**config.mk**
```make
export PLATFORM = sky130hd
export DESIGN_NAME = mold_msg_splitter_flat
export DESIGN_NICKNAME = d
export VERILOG_FILES = /design/src/rtl/mold_msg_splitter_if.sv /design/src/rtl/mold_msg_splitter.sv /design/src/flat_wrapper.sv
export SDC_FILE = /design/constraint.sdc
export NUM_CORES = 1
export LEC_CHECK = 0
export CAP_MARGIN = 0
export CORE_MARGIN = 2
export CORE_UTILIZATION = 25
export CTS_CLUSTER_DIAMETER = 30
export DETAILED_ROUTE_END_ITERATION = 10
export PLACE_DENSITY = 0.47
export REMOVE_ABC_BUFFERS = 1
export SYNTH_ARGS = -nofsm -noshare
export SYNTH_HDL_FRONTEND = slang
export SYNTH_HIERARCHICAL = 1
export SYNTH_SLANG_ARGS = --single-unit
```
**constraint.sdc**
```tcl
create_clock -name clk -period 15.9 [get_ports clk]
set_input_delay 3.18 -clock clk [delete_from_list [all_inputs] [get_ports clk]]
set_output_delay 3.18 -clock clk [all_outputs]
set_load 0.02 [all_outputs]
```
**src/rtl/mold_msg_splitter_if.sv**
```systemverilog
// Beat-stream bundle for the MoldUDP64 message splitter: the payload beat in,
// the per-lane tagged beat and message bookkeeping out.
interface mold_msg_splitter_if #(
    parameter int D_W   = 8,
    parameter int LEN_W = 16,
    parameter int CNT_W = 16
);
    logic               valid_i;
    logic               start_i;
    logic               last_i;
    logic [8*D_W-1:0]   data_i;
    logic [D_W-1:0]     keep_i;

    logic               valid_o;
    logic [8*D_W-1:0]   data_o;
    logic [D_W-1:0]     keep_o;
    logic [2*D_W-1:0]   lane_type_o;
    logic [D_W-1:0]     eom_o;
    logic               len_v_o;
    logic [LEN_W-1:0]   len_o;
    logic               cnt_v_o;
    logic [CNT_W-1:0]   msg_cnt_o;
    logic               err_o;

    modport master (
        output valid_i, start_i, last_i, data_i, keep_i,
        input  valid_o, data_o, keep_o, lane_type_o, eom_o,
               len_v_o, len_o, cnt_v_o, msg_cnt_o, err_o
    );

    modport slave (
        input  valid_i, start_i, last_i, data_i, keep_i,
        output valid_o, data_o, keep_o, lane_type_o, eom_o,
               len_v_o, len_o, cnt_v_o, msg_cnt_o, err_o
    );
endinterface

```
**src/rtl/mold_msg_splitter.sv**
```systemverilog
// MoldUDP64 message splitter: walks 2-byte length fields and message bodies
// across byte lanes and beats, tagging each lane and counting finished messages.
module cnt_ones_thermo #(
    parameter int D_W  = 8,
    parameter int D_LW = 4
) (
    input  logic [D_W-1:0]  thermo_i,
    output logic [D_LW-1:0] cnt_o
);
    // A thermometer code's population equals the position of its top set bit plus one.
    always_comb begin
        cnt_o = '0;
        for (int k = 0; k < D_W; k++) begin
            if (thermo_i[k]) begin
                cnt_o = D_LW'(k + 1);
            end
        end
    end
endmodule

module mold_msg_splitter #(
    parameter int D_W   = 8,
    parameter int D_LW  = 4,
    parameter int LEN_W = 16,
    parameter int CNT_W = 16
) (
    input  logic               clk,
    input  logic               nreset,
    mold_msg_splitter_if.slave bus
);
    typedef enum logic [1:0] {
        ST_LEN_HI = 2'd0,
        ST_LEN_LO = 2'd1,
        ST_DATA   = 2'd2
    } state_e;

    localparam logic [1:0] TYPE_LEN_HI = 2'd1;
    localparam logic [1:0] TYPE_LEN_LO = 2'd2;
    localparam logic [1:0] TYPE_DATA   = 2'd3;
    localparam logic [D_W:0] ONE_EXT   = (D_W + 1)'(1);

    logic [D_LW-1:0] byteCnt;

    cnt_ones_thermo #(.D_W(D_W), .D_LW(D_LW)) u_cnt_ones_thermo (
        .thermo_i (bus.keep_i),
        .cnt_o    (byteCnt)
    );

    state_e            state_q, state_d;
    logic [LEN_W-1:0]  rem_q, rem_d;
    logic [7:0]        hi_q, hi_d;
    logic              valid_q, valid_d;
    logic [8*D_W-1:0]  data_q, data_d;
    logic [D_W-1:0]    keep_q, keep_d;
    logic [2*D_W-1:0]  laneType_q, laneType_d;
    logic [D_W-1:0]    eom_q, eom_d;
    logic              lenV_q, lenV_d;
    logic [LEN_W-1:0]  len_q, len_d;
    logic              cntV_q, cntV_d;
    logic [CNT_W-1:0]  msgCnt_q, msgCnt_d;
    logic              err_q, err_d;

    state_e            walkState;
    logic [LEN_W-1:0]  walkRem;
    logic [7:0]        walkHi;
    logic [7:0]        curByte;
    logic [LEN_W-1:0]  fieldLen;
    logic [CNT_W-1:0]  walkCnt;
    logic              walkErr;
    logic [LEN_W-1:0]  walkLen;
    logic              walkLenV;
    logic [2*D_W-1:0]  walkType;
    logic [D_W-1:0]    walkEom;

    // The lane chain: a packet start rewinds to a fresh length field before
    // lane 0, then each valid lane advances the parser exactly one byte.
    always_comb begin
        walkState = bus.start_i ? ST_LEN_HI : state_q;
        walkRem   = bus.start_i ? '0 : rem_q;
        walkHi    = bus.start_i ? '0 : hi_q;
        walkCnt   = bus.start_i ? '0 : msgCnt_q;
        walkErr   = bus.start_i ? 1'b0 : err_q;
        walkLen   = len_q;
        walkLenV  = 1'b0;
        walkType  = '0;
        walkEom   = '0;
        curByte   = '0;
        fieldLen  = '0;
        for (int k = 0; k < D_W; k++) begin
            if (k < int'(byteCnt)) begin
                curByte = bus.data_i[8*k +: 8];
                case (walkState)
                    ST_LEN_HI: begin
                        walkType[2*k +: 2] = TYPE_LEN_HI;
                        walkHi             = curByte;
                        walkState          = ST_LEN_LO;
                    end
                    ST_LEN_LO: begin
                        walkType[2*k +: 2] = TYPE_LEN_LO;
                        fieldLen           = LEN_W'({walkHi, curByte});
                        walkLen            = fieldLen;
                        walkLenV           = 1'b1;
                        if (fieldLen == '0) begin
                            walkEom[k] = 1'b1;
                            walkCnt    = walkCnt + CNT_W'(1);
                            walkState  = ST_LEN_HI;
                        end else begin
                            walkRem    = fieldLen;
                            walkState  = ST_DATA;
                        end
                    end
                    ST_DATA: begin
                        walkType[2*k +: 2] = TYPE_DATA;
                        walkRem            = walkRem - LEN_W'(1);
                        if (walkRem == '0) begin
                            walkEom[k] = 1'b1;
                            walkCnt    = walkCnt + CNT_W'(1);
                            walkState  = ST_LEN_HI;
                        end
                    end
                    default: begin
                        walkState = ST_LEN_HI;
                    end
                endcase
            end
        end
        // Ending anywhere but a message boundary means the packet was cut short.
        if (bus.last_i) begin
            if (walkState != ST_LEN_HI) begin
                walkErr = 1'b1;
            end
            walkState = ST_LEN_HI;
            walkRem   = '0;
        end
    end

    always_comb begin
        state_d    = state_q;
        rem_d      = rem_q;
        hi_d       = hi_q;
        data_d     = data_q;
        keep_d     = keep_q;
        len_d      = len_q;
        msgCnt_d   = msgCnt_q;
        err_d      = err_q;
        valid_d    = bus.valid_i;
        laneType_d = '0;
        eom_d      = '0;
        lenV_d     = 1'b0;
        cntV_d     = 1'b0;
        if (bus.valid_i) begin
            state_d    = walkState;
            rem_d      = walkRem;
            hi_d       = walkHi;
            data_d     = bus.data_i;
            keep_d     = bus.keep_i;
            len_d      = walkLen;
            msgCnt_d   = walkCnt;
            err_d      = walkErr;
            laneType_d = walkType;
            eom_d      = walkEom;
            lenV_d     = walkLenV;
            cntV_d     = bus.last_i;
        end
    end

    always_ff @(posedge clk or negedge nreset) begin
        if (!nreset) begin
            state_q    <= ST_LEN_HI;
            rem_q      <= '0;
            hi_q       <= '0;
            valid_q    <= 1'b0;
            data_q     <= '0;
            keep_q     <= '0;
            laneType_q <= '0;
            eom_q      <= '0;
            lenV_q     <= 1'b0;
            len_q      <= '0;
            cntV_q     <= 1'b0;
            msgCnt_q   <= '0;
            err_q      <= 1'b0;
        end else begin
            state_q    <= state_d;
            rem_q      <= rem_d;
            hi_q       <= hi_d;
            valid_q    <= valid_d;
            data_q     <= data_d;
            keep_q     <= keep_d;
            laneType_q <= laneType_d;
            eom_q      <= eom_d;
            lenV_q     <= lenV_d;
            len_q      <= len_d;
            cntV_q     <= cntV_d;
            msgCnt_q   <= msgCnt_d;
            err_q      <= err_d;
        end
    end

    assign bus.valid_o     = valid_q;
    assign bus.data_o      = data_q;
    assign bus.keep_o      = keep_q;
    assign bus.lane_type_o = laneType_q;
    assign bus.eom_o       = eom_q;
    assign bus.len_v_o     = lenV_q;
    assign bus.len_o       = len_q;
    assign bus.cnt_v_o     = cntV_q;
    assign bus.msg_cnt_o   = msgCnt_q;
    assign bus.err_o       = err_q;

    // Types 2 and 3 are exactly those with the upper type bit set.
    logic [D_W-1:0] eomTypeBad;
    always_comb begin
        eomTypeBad = '0;
        for (int k = 0; k < D_W; k++) begin
            eomTypeBad[k] = eom_q[k] & ~laneType_q[2*k+1];
        end
    end

    keepThermo: assume property (@(posedge clk) disable iff (!nreset)
        bus.valid_i |-> (bus.keep_i != '0) && $onehot({1'b0, bus.keep_i} + ONE_EXT));

    eomWithinKeep: assert property (@(posedge clk) disable iff (!nreset)
        valid_q |-> ($countones(eom_q) <= $countones(keep_q)));

    eomOnLenOrData: assert property (@(posedge clk) disable iff (!nreset)
        eomTypeBad == '0);
endmodule

```
**src/flat_wrapper.sv**
```systemverilog
// flat-port wrapper written by rule: the top's interface ports become plain ports
module mold_msg_splitter_flat 
#(
    parameter int D_W   = 8,
    parameter int D_LW  = 4,
    parameter int LEN_W = 16,
    parameter int CNT_W = 16
)
  (clk, nreset, bus_valid_i, bus_start_i, bus_last_i, bus_data_i, bus_keep_i, bus_valid_o, bus_data_o, bus_keep_o, bus_lane_type_o, bus_eom_o, bus_len_v_o, bus_len_o, bus_cnt_v_o, bus_msg_cnt_o, bus_err_o);
  mold_msg_splitter_if #(.D_W(D_W), .LEN_W(LEN_W), .CNT_W(CNT_W)) bus_i ();
  input  logic clk;
  input  logic nreset;
  input wire logic [$bits(bus_i.valid_i)-1:0] bus_valid_i;
  input wire logic [$bits(bus_i.start_i)-1:0] bus_start_i;
  input wire logic [$bits(bus_i.last_i)-1:0] bus_last_i;
  input wire logic [$bits(bus_i.data_i)-1:0] bus_data_i;
  input wire logic [$bits(bus_i.keep_i)-1:0] bus_keep_i;
  output wire logic [$bits(bus_i.valid_o)-1:0] bus_valid_o;
  output wire logic [$bits(bus_i.data_o)-1:0] bus_data_o;
  output wire logic [$bits(bus_i.keep_o)-1:0] bus_keep_o;
  output wire logic [$bits(bus_i.lane_type_o)-1:0] bus_lane_type_o;
  output wire logic [$bits(bus_i.eom_o)-1:0] bus_eom_o;
  output wire logic [$bits(bus_i.len_v_o)-1:0] bus_len_v_o;
  output wire logic [$bits(bus_i.len_o)-1:0] bus_len_o;
  output wire logic [$bits(bus_i.cnt_v_o)-1:0] bus_cnt_v_o;
  output wire logic [$bits(bus_i.msg_cnt_o)-1:0] bus_msg_cnt_o;
  output wire logic [$bits(bus_i.err_o)-1:0] bus_err_o;
  assign bus_i.valid_i = bus_valid_i;
  assign bus_i.start_i = bus_start_i;
  assign bus_i.last_i = bus_last_i;
  assign bus_i.data_i = bus_data_i;
  assign bus_i.keep_i = bus_keep_i;
  assign bus_valid_o = bus_i.valid_o;
  assign bus_data_o = bus_i.data_o;
  assign bus_keep_o = bus_i.keep_o;
  assign bus_lane_type_o = bus_i.lane_type_o;
  assign bus_eom_o = bus_i.eom_o;
  assign bus_len_v_o = bus_i.len_v_o;
  assign bus_len_o = bus_i.len_o;
  assign bus_cnt_v_o = bus_i.cnt_v_o;
  assign bus_msg_cnt_o = bus_i.msg_cnt_o;
  assign bus_err_o = bus_i.err_o;
  mold_msg_splitter #(.D_W(D_W), .D_LW(D_LW), .LEN_W(LEN_W), .CNT_W(CNT_W)) u_core (.clk(clk), .nreset(nreset), .bus(bus_i));
endmodule
```
Word level (Yosys, flattened, before mapping)
Index checks and enable logic that the tools add are counted.
{ "word_totals": {"register_bits": 158, "word_cells": 283} }
{ "op_classes": {"n_addsub": 16, "magnitude_cmp": 8, "eq_ne": 16, "n_mux": 205, "n_reduce_logical": 25} }
{ "op_table": {"columns": ["operator", "n"], "rows": [
  ["16-bit two-way mux", 60],
  ["16-bit case mux with 2 select lines", 16],
  ["16-bit zero test", 16],
  ["8-bit two-way mux", 18],
  ["16-bit by 1-bit adder with 16-bit output, second input constant", 8],
  ["16-bit by 1-bit subtractor with 16-bit output, second input constant", 8],
  ["2-bit case mux with 3 select lines", 16],
  ["2-bit two-way mux", 34],
  ["1-bit two-way mux", 46],
  ["4-bit two-way mux", 7],
  ["2-bit by 1-bit == test with 1-bit output, second input constant", 8],
  ["2-bit == test, second input constant", 8],
  ["2-bit zero test", 8],
  ["3-bit by 4-bit < comparator with 1-bit output, first input constant", 4],
  ["1-bit case mux with 2 select lines", 8],
  ["1-bit by 4-bit < comparator with 1-bit output, first input constant", 2],
  ["2-bit by 4-bit < comparator with 1-bit output, first input constant", 2],
  ["2-bit nonzero test", 1]
]} }

Longest topological paths before layout
Gate-level depths: netlist of the first run.
{ "depth": {"word_depth": 42, "depth_mapped": 79, "mapped_depth_nobuf": 75} }

Hierarchy
Netlist of the first run, hierarchy kept.
{ "by_module_without_submodules": {"columns": ["mod", "instances", "cells_per_inst", "area_per_inst_um2", "seq_area_each_um2"], "rows": [
  ["mold_msg_splitter", 1, 2971, 22088.7, 3953.8],
  ["cnt_ones_thermo", 1, 12, 75.1, 0.0]
]} }

Worst setup path before layout of the first run
Ideal clock, no wire load.
{ "synth_timing": {"path_kind": "in2reg", "from": "input bus_start_i", "to": "register u_core.msgCnt_q[8] (netlist: u_core/bus.msg_cnt_o[8])", "setup_ps": 125, "arrival_time_ps": 19068, "required_ps": 15775, "path_slack_ps": -3293, "path_stages": 69, "path_buffers": 4, "path_cell_list": "inv_1 clkbuf_1 nand2_1 ha_1 clkbuf_1 or2_2 o32a_1 a211oi_1 and3_1 a21oi_1 a22oi_1 nor2_1 a21oi_1 inv_1 ha_1 nor2_1 o31ai_1 buf_2 [... 33 more ...] a211o_1 inv_1 ha_1 nand2_1 nor3_1 o2111ai_1 nor4b_1 o21ai_0 a222oi_1 nor4bb_1 nand3b_1 nor3_1 and3b_1 o211ai_1 a221oi_1 o21a_1 o21ai_0 mux2_2"} }
{ "synth_via": {"elab_chain_cells": 34} }
{ "synth_rtl": {"columns": ["item", "line_no", "source"], "rows": [
  ["from (decl)", "flat_wrapper.sv:14", "input wire logic [$bits(bus_i.start_i)-1:0] bus_start_i;"],
  ["16-bit two-way mux or 8-bit two-way mux (tied branches)", "mold_msg_splitter.sv:79, mold_msg_splitter.sv:80", null],
  ["16-bit by 1-bit subtractor with 16-bit output or 16-bit zero test (tied branches)", "mold_msg_splitter.sv:114, mold_msg_splitter.sv:103", null],
  ["16-bit zero test or 16-bit two-way mux (tied branches)", "mold_msg_splitter.sv:115, mold_msg_splitter.sv:103", null],
  ["16-bit two-way mux (tied with other cells)", "mold_msg_splitter.sv:115", "if (walkRem == '0) begin"],
  ["16-bit case mux with 2 select lines (tied with other cells)", "mold_msg_splitter.sv:92", "case (walkState)"],
  ["16-bit two-way mux (tied with other cells)", "mold_msg_splitter.sv:90", "if (k < int'(byteCnt)) begin"],
  ["16-bit by 1-bit adder with 16-bit output (tied with other cells)", "mold_msg_splitter.sv:105, mold_msg_splitter.sv:117", null],
  ["16-bit two-way mux (tied with other cells)", "mold_msg_splitter.sv:115", null],
  ["[... 18 more ...]", null, null],
  ["16-bit by 1-bit adder with 16-bit output (tied with other cells)", "mold_msg_splitter.sv:105, mold_msg_splitter.sv:117", null],
  ["16-bit two-way mux (tied with other cells)", "mold_msg_splitter.sv:115", null],
  ["16-bit case mux with 2 select lines or 16-bit two-way mux (tied branches)", "mold_msg_splitter.sv:92, mold_msg_splitter.sv:90", null],
  ["16-bit two-way mux or 16-bit by 1-bit subtractor with 16-bit output (tied branches)", "mold_msg_splitter.sv:90, mold_msg_splitter.sv:114", null],
  ["16-bit by 1-bit adder with 16-bit output or 16-bit zero test (tied branches)", "mold_msg_splitter.sv:105, mold_msg_splitter.sv:117, mold_msg_splitter.sv:115", null],
  ["16-bit two-way mux, on equally long branches", "mold_msg_splitter.sv:115, mold_msg_splitter.sv:103", null],
  ["16-bit case mux with 2 select lines", "mold_msg_splitter.sv:92", null],
  ["16-bit two-way mux *", "mold_msg_splitter.sv:90", null],
  ["to (signal assigned)", "mold_msg_splitter.sv:194", "msgCnt_q <= msgCnt_d;"],
  ["to (decl)", "mold_msg_splitter.sv:60", "logic [CNT_W-1:0] msgCnt_q, msgCnt_d;"]
]} }
Mark *: on every way between the ends. The rest lies on a longest branch, timed or not.
A chain may end at the register's enable or synchronous reset.

Final worst setup path of the first run
{ "layout_timing": {"from": "input bus_data_i[0]", "to": "register u_core.msgCnt_q[13] (netlist: u_core/bus.msg_cnt_o[13])"} }
{ "layout_via": {"elab_chain_cells": 33} }
{ "layout_rtl": {"columns": ["item", "line_no", "source"], "rows": [
  ["from (decl)", "flat_wrapper.sv:16", "input wire logic [$bits(bus_i.data_i)-1:0] bus_data_i;"],
  ["16-bit zero test", "mold_msg_splitter.sv:103", "if (fieldLen == '0) begin"],
  ["16-bit two-way mux", "mold_msg_splitter.sv:103", null],
  ["16-bit case mux with 2 select lines", "mold_msg_splitter.sv:92", null],
  ["16-bit two-way mux", "mold_msg_splitter.sv:90", null],
  ["16-bit by 1-bit subtractor with 16-bit output", "mold_msg_splitter.sv:114", "walkRem = walkRem - LEN_W'(1);"],
  ["16-bit zero test", "mold_msg_splitter.sv:115", null],
  ["16-bit two-way mux or 2-bit two-way mux (tied branches)", "mold_msg_splitter.sv:115", null],
  ["16-bit case mux with 2 select lines or 2-bit case mux with 3 select lines (tied branches)", "mold_msg_splitter.sv:92", null],
  ["[... 17 more ...]", null, null],
  ["16-bit by 1-bit adder with 16-bit output (tied with other cells)", "mold_msg_splitter.sv:105, mold_msg_splitter.sv:117", null],
  ["16-bit two-way mux (tied with other cells)", "mold_msg_splitter.sv:115", null],
  ["16-bit case mux with 2 select lines or 16-bit two-way mux (tied branches)", "mold_msg_splitter.sv:92, mold_msg_splitter.sv:90", null],
  ["16-bit two-way mux or 16-bit by 1-bit subtractor with 16-bit output (tied branches)", "mold_msg_splitter.sv:90, mold_msg_splitter.sv:114", null],
  ["16-bit by 1-bit adder with 16-bit output or 16-bit zero test (tied branches)", "mold_msg_splitter.sv:105, mold_msg_splitter.sv:117, mold_msg_splitter.sv:115", null],
  ["16-bit two-way mux, on equally long branches", "mold_msg_splitter.sv:115, mold_msg_splitter.sv:103", null],
  ["16-bit case mux with 2 select lines", "mold_msg_splitter.sv:92", null],
  ["16-bit two-way mux *", "mold_msg_splitter.sv:90", null]
]} }
Marks and branches as above.

==> results_dict.tcl, run 1 <==
set metrics [dict create \
    post-synth-top-count-cell "nor2_1" \
    ys_top_cells_by_count "nor2_1 (306), nand2_1 (296), a21oi_1 (182)" \
    drive_gt1_frac 0.446 \
    critPathMaxStageDelay_ns 0.58 \
    drt-vias-per-instance 5.68 \
    final-setup-viol-count 18 \
    max-slew-margin-rel 0.266 \
    dr.first_iter.drc_count 3209 \
    timing.final.crit_share 1.02 \
    cts_max_path_buffers 2 \
    tritoncts "yes" \
    min_delay_worst_endpoint "u_core/bus.data_o[63]" \
    cp_common_cell "buf_4" \
    synth.top_cells.by_area "dfrtp_1 (18%), nor2_1 (5.2%), nand2_1 (5.0%)" \
    maxCapViolCount 0 \
    vertical_die_dimension_um 302 \
    synth_top_cell_by_area "dfrtp_1" \
    hold_slack_ns 0.509 \
    route.detailed.drc 0 \
    synth.cell_area_um2 22200 \
    nNetsFinal 4492 \
    gr-usage-met1 0.378 \
    clk_transition_reported_paths_ns 0.08 \
    grt_antenna_before_repair 6 \
    design.portCount 209 \
    synthDistinctLibCells 132 \
    syn_avg_cell_area_um2 7.43 \
    timing.critical_path.fanout_max 5 \
    rsz0062_at_grt "yes" \
    synth-main-ff-cell "dfrtp_1" \
    postLayoutSetupSlackWorst_ns -0.353 \
    violations "negative setup slack" \
    wirelength_um 133000 \
    timing.fmax_mhz 61.5 \
    hold_class "reg2reg" \
    cp_data_arrival_time_ns 16.69 \
    cts_buffers 17 \
    cts.sinks 158 \
    insertedDiodeCount 0 \
    timing.critical_path.required_ns 16.33 \
    timing_worst_slew_pin_value_ns 1.09 \
    vias_in_the_first_global_route 30000 \
    final_cell_count_no_fill 5537 \
    register_area_um2 3950 \
    critical-path-slowest-cell "or4_4" \
    worst_r2r_start "u_core/rem_q[0]" \
    placeableCoreArea_um2 88100 \
    synth-edff-count 0 \
    hold_buffers 0 \
    setup.worst_path.end_class "register" \
    worstHoldPathCells 1 \
    grtUsageTotal 0.281 \
    crit_path_start_kind "primary input" \
    worstHoldStart "u_core/bus.data_o[63]" \
    met3_track_demand_over_resource 0.0417 \
    seq_area_frac_synth 0.178 \
    initial_utilization 0.252 \
    report.final.slew_viol_count 0 \
    route.antenna.remaining_nets 0 \
    die-area_um2 91100 \
    grt.met2_usage 0.435 \
    status "finished with violations" \
    grt_pass1_wl_um 193000 \
    worst_case_register_to_register_setup_slack_ns 1.89 \
    timing_worst_setup_path_type "in2reg" \
    yosysWarnings 6 \
    finalClockSkew_ns 0.0199 \
    globalRouteOverflowTotal 0 \
    grt_max_degree 67 \
    netlist.area_leader.share 0.178 \
    areaGrowthSynthToFinish_pct 73.5 \
    drtPass1Iterations 6 \
    reg2reg_end "u_core/bus.msg_cnt_o[13]" \
    finalHoldViolations 0 \
    multiInputGateArea_um2 19700 \
    fp-row-count 109 \
    post-place-cells 5219 \
    via_count 31400 \
    placement.io_buffers 208 \
    root_buffer "clkbuf_16" \
    async_reset_ff_frac 1.00 \
    gp_congestion 1.01 \
    postSynthCellCount 2983 \
    global_route.peak_usage_layer "met2" \
    die-width_um 302 \
    place_hpwl_um 103000 \
    n_fill_cell 8896 \
    worst_skew_pair.late_latency_ns 0.53 \
    final_core_utilization 0.436 \
    r2r.worst_path.cells 66 \
    postSynthRegisterBits 158 \
    period_needed_ns 16.25 \
    post_drt_wl_per_cell_um 23.9 \
    cts_max_level 4 \
]
==> per-stage QoR <==
| stage | TNS [ns] | area [um^2] | worst slack, ns |
|---|---|---|---|
| detailed placement | -132.94 | 32800 | -3.18 |
| floorplan | -178.57 | 21500 | -3.39 |
| finish | -4.63 | 38500 | -0.353 |
| global route | -17.62 | 38500 | -0.691 |
| global placement | -136.49 | 32800 | -3.25 |
| CTS | -0.598 | 36600 | -0.129 |
==> worst max-delay path, delay by kind of cell <==
family	cells	cell delay [ns]
XOR/XNOR	1	0.14
adder cells (fa/ha/maj)	4	0.99
AO/OA/AOI/OAI	23	4.11
buffers and inverters	21	2.93
AND/OR/NAND/NOR	21	5.31
==> cell families after synthesis <==
group,count (synthesis),share of synthesized area
flip-flops,158,0.178
multiplexers,129,0.0637
buffers and inverters,232,0.0432
adder cells (fa/ha/maj),56,0.0316
XOR/XNOR,45,0.0178
AO/OA/AOI/OAI,1066,0.356
AND/OR/NAND/NOR,1297,0.309
==> how the worst max path moves through the flow <==
stage / to / slack, ns / startpoint
after floorplan: u_core/bus.msg_cnt_o[14] / -3.39 / bus_start_i
after global placement: u_core/bus.msg_cnt_o[7] / -3.25 / bus_keep_i[1]
after detailed placement: u_core/bus.msg_cnt_o[7] / -3.18 / bus_keep_i[1]
after CTS: u_core/bus.msg_cnt_o[13] / -0.13 / bus_keep_i[4]
after global routing: u_core/bus.msg_cnt_o[14] / -0.69 / bus_start_i
final: u_core/bus.msg_cnt_o[13] / -0.35 / bus_data_i[0]
==> repair_timing <==
item                                    4_1_cts  5_1_grt
endpoints found under the setup margin       63       63
setup buffers                               213       75
cloned                                        1        4
pin swaps                                   147      122
resized for setup                           382      283
==> cell type report <==
| cell class | count | share of cell area |
|---|---|---|
| Clock inverter | 15 | 0.00543 |
| Clock buffer | 17 | 0.0111 |
| Multi-Input combinational cell | 2593 | 0.513 |
| Inverter | 80 | 0.00800 |
| Sequential cell | 158 | 0.103 |
| Tap cell | 1165 | 0.0379 |
| Timing Repair Buffer | 1509 | 0.322 |
==> state kept, by name (all words and copies together), names as in the netlist, 8 cells and up <==
name	cells
u_core/bus.lane_type_o	16
u_core/bus.keep_o	8
u_core/bus.len_o	16
u_core/bus.data_o	64
u_core/bus.eom_o	8
u_core/bus.msg_cnt_o	16
u_core/hi_q	8
u_core/rem_q	16
==> layer usage <==
layer  share of wire  vias up
met1            0.44    15300
met4           0.058        4
li1                -    14400
met2            0.44     1398
met5         0.00014        -
met3           0.065      315
==> layout by cell type (no fill, tap or decap), drive strengths merged, types with 35 or more instances in the layout <==
master / n
o31ai: 36
a31oi: 49
nor4: 79
mux2: 87
nand2: 296
nor3: 117
buf: 1307
mux2i: 42
ha: 56
o22ai: 38
or3: 38
nand4: 56
nor2: 307
a211o: 35
a21oi: 189
inv: 86
o211ai: 50
and2: 63
nand3: 120
a22oi: 58
o21ai: 166
dfrtp: 158
nand2b: 37
a211oi: 72
clkdlybuf4s50: 195
Power of run 1 is left out: the tool's default activity adds up to more than one toggle a clock period on the data nets, which glitch-free logic cannot reach.
==> run 2: changes to the inputs <==
- CTS_BUF_LIST: default -> sky130_fd_sc_hd__clkbuf_8 sky130_fd_sc_hd__clkbuf_16
==> results of run 2 <==
No change in the layout: final DEF, timing and power equal those of run 1.
Power of run 2 is left out for the same reason.
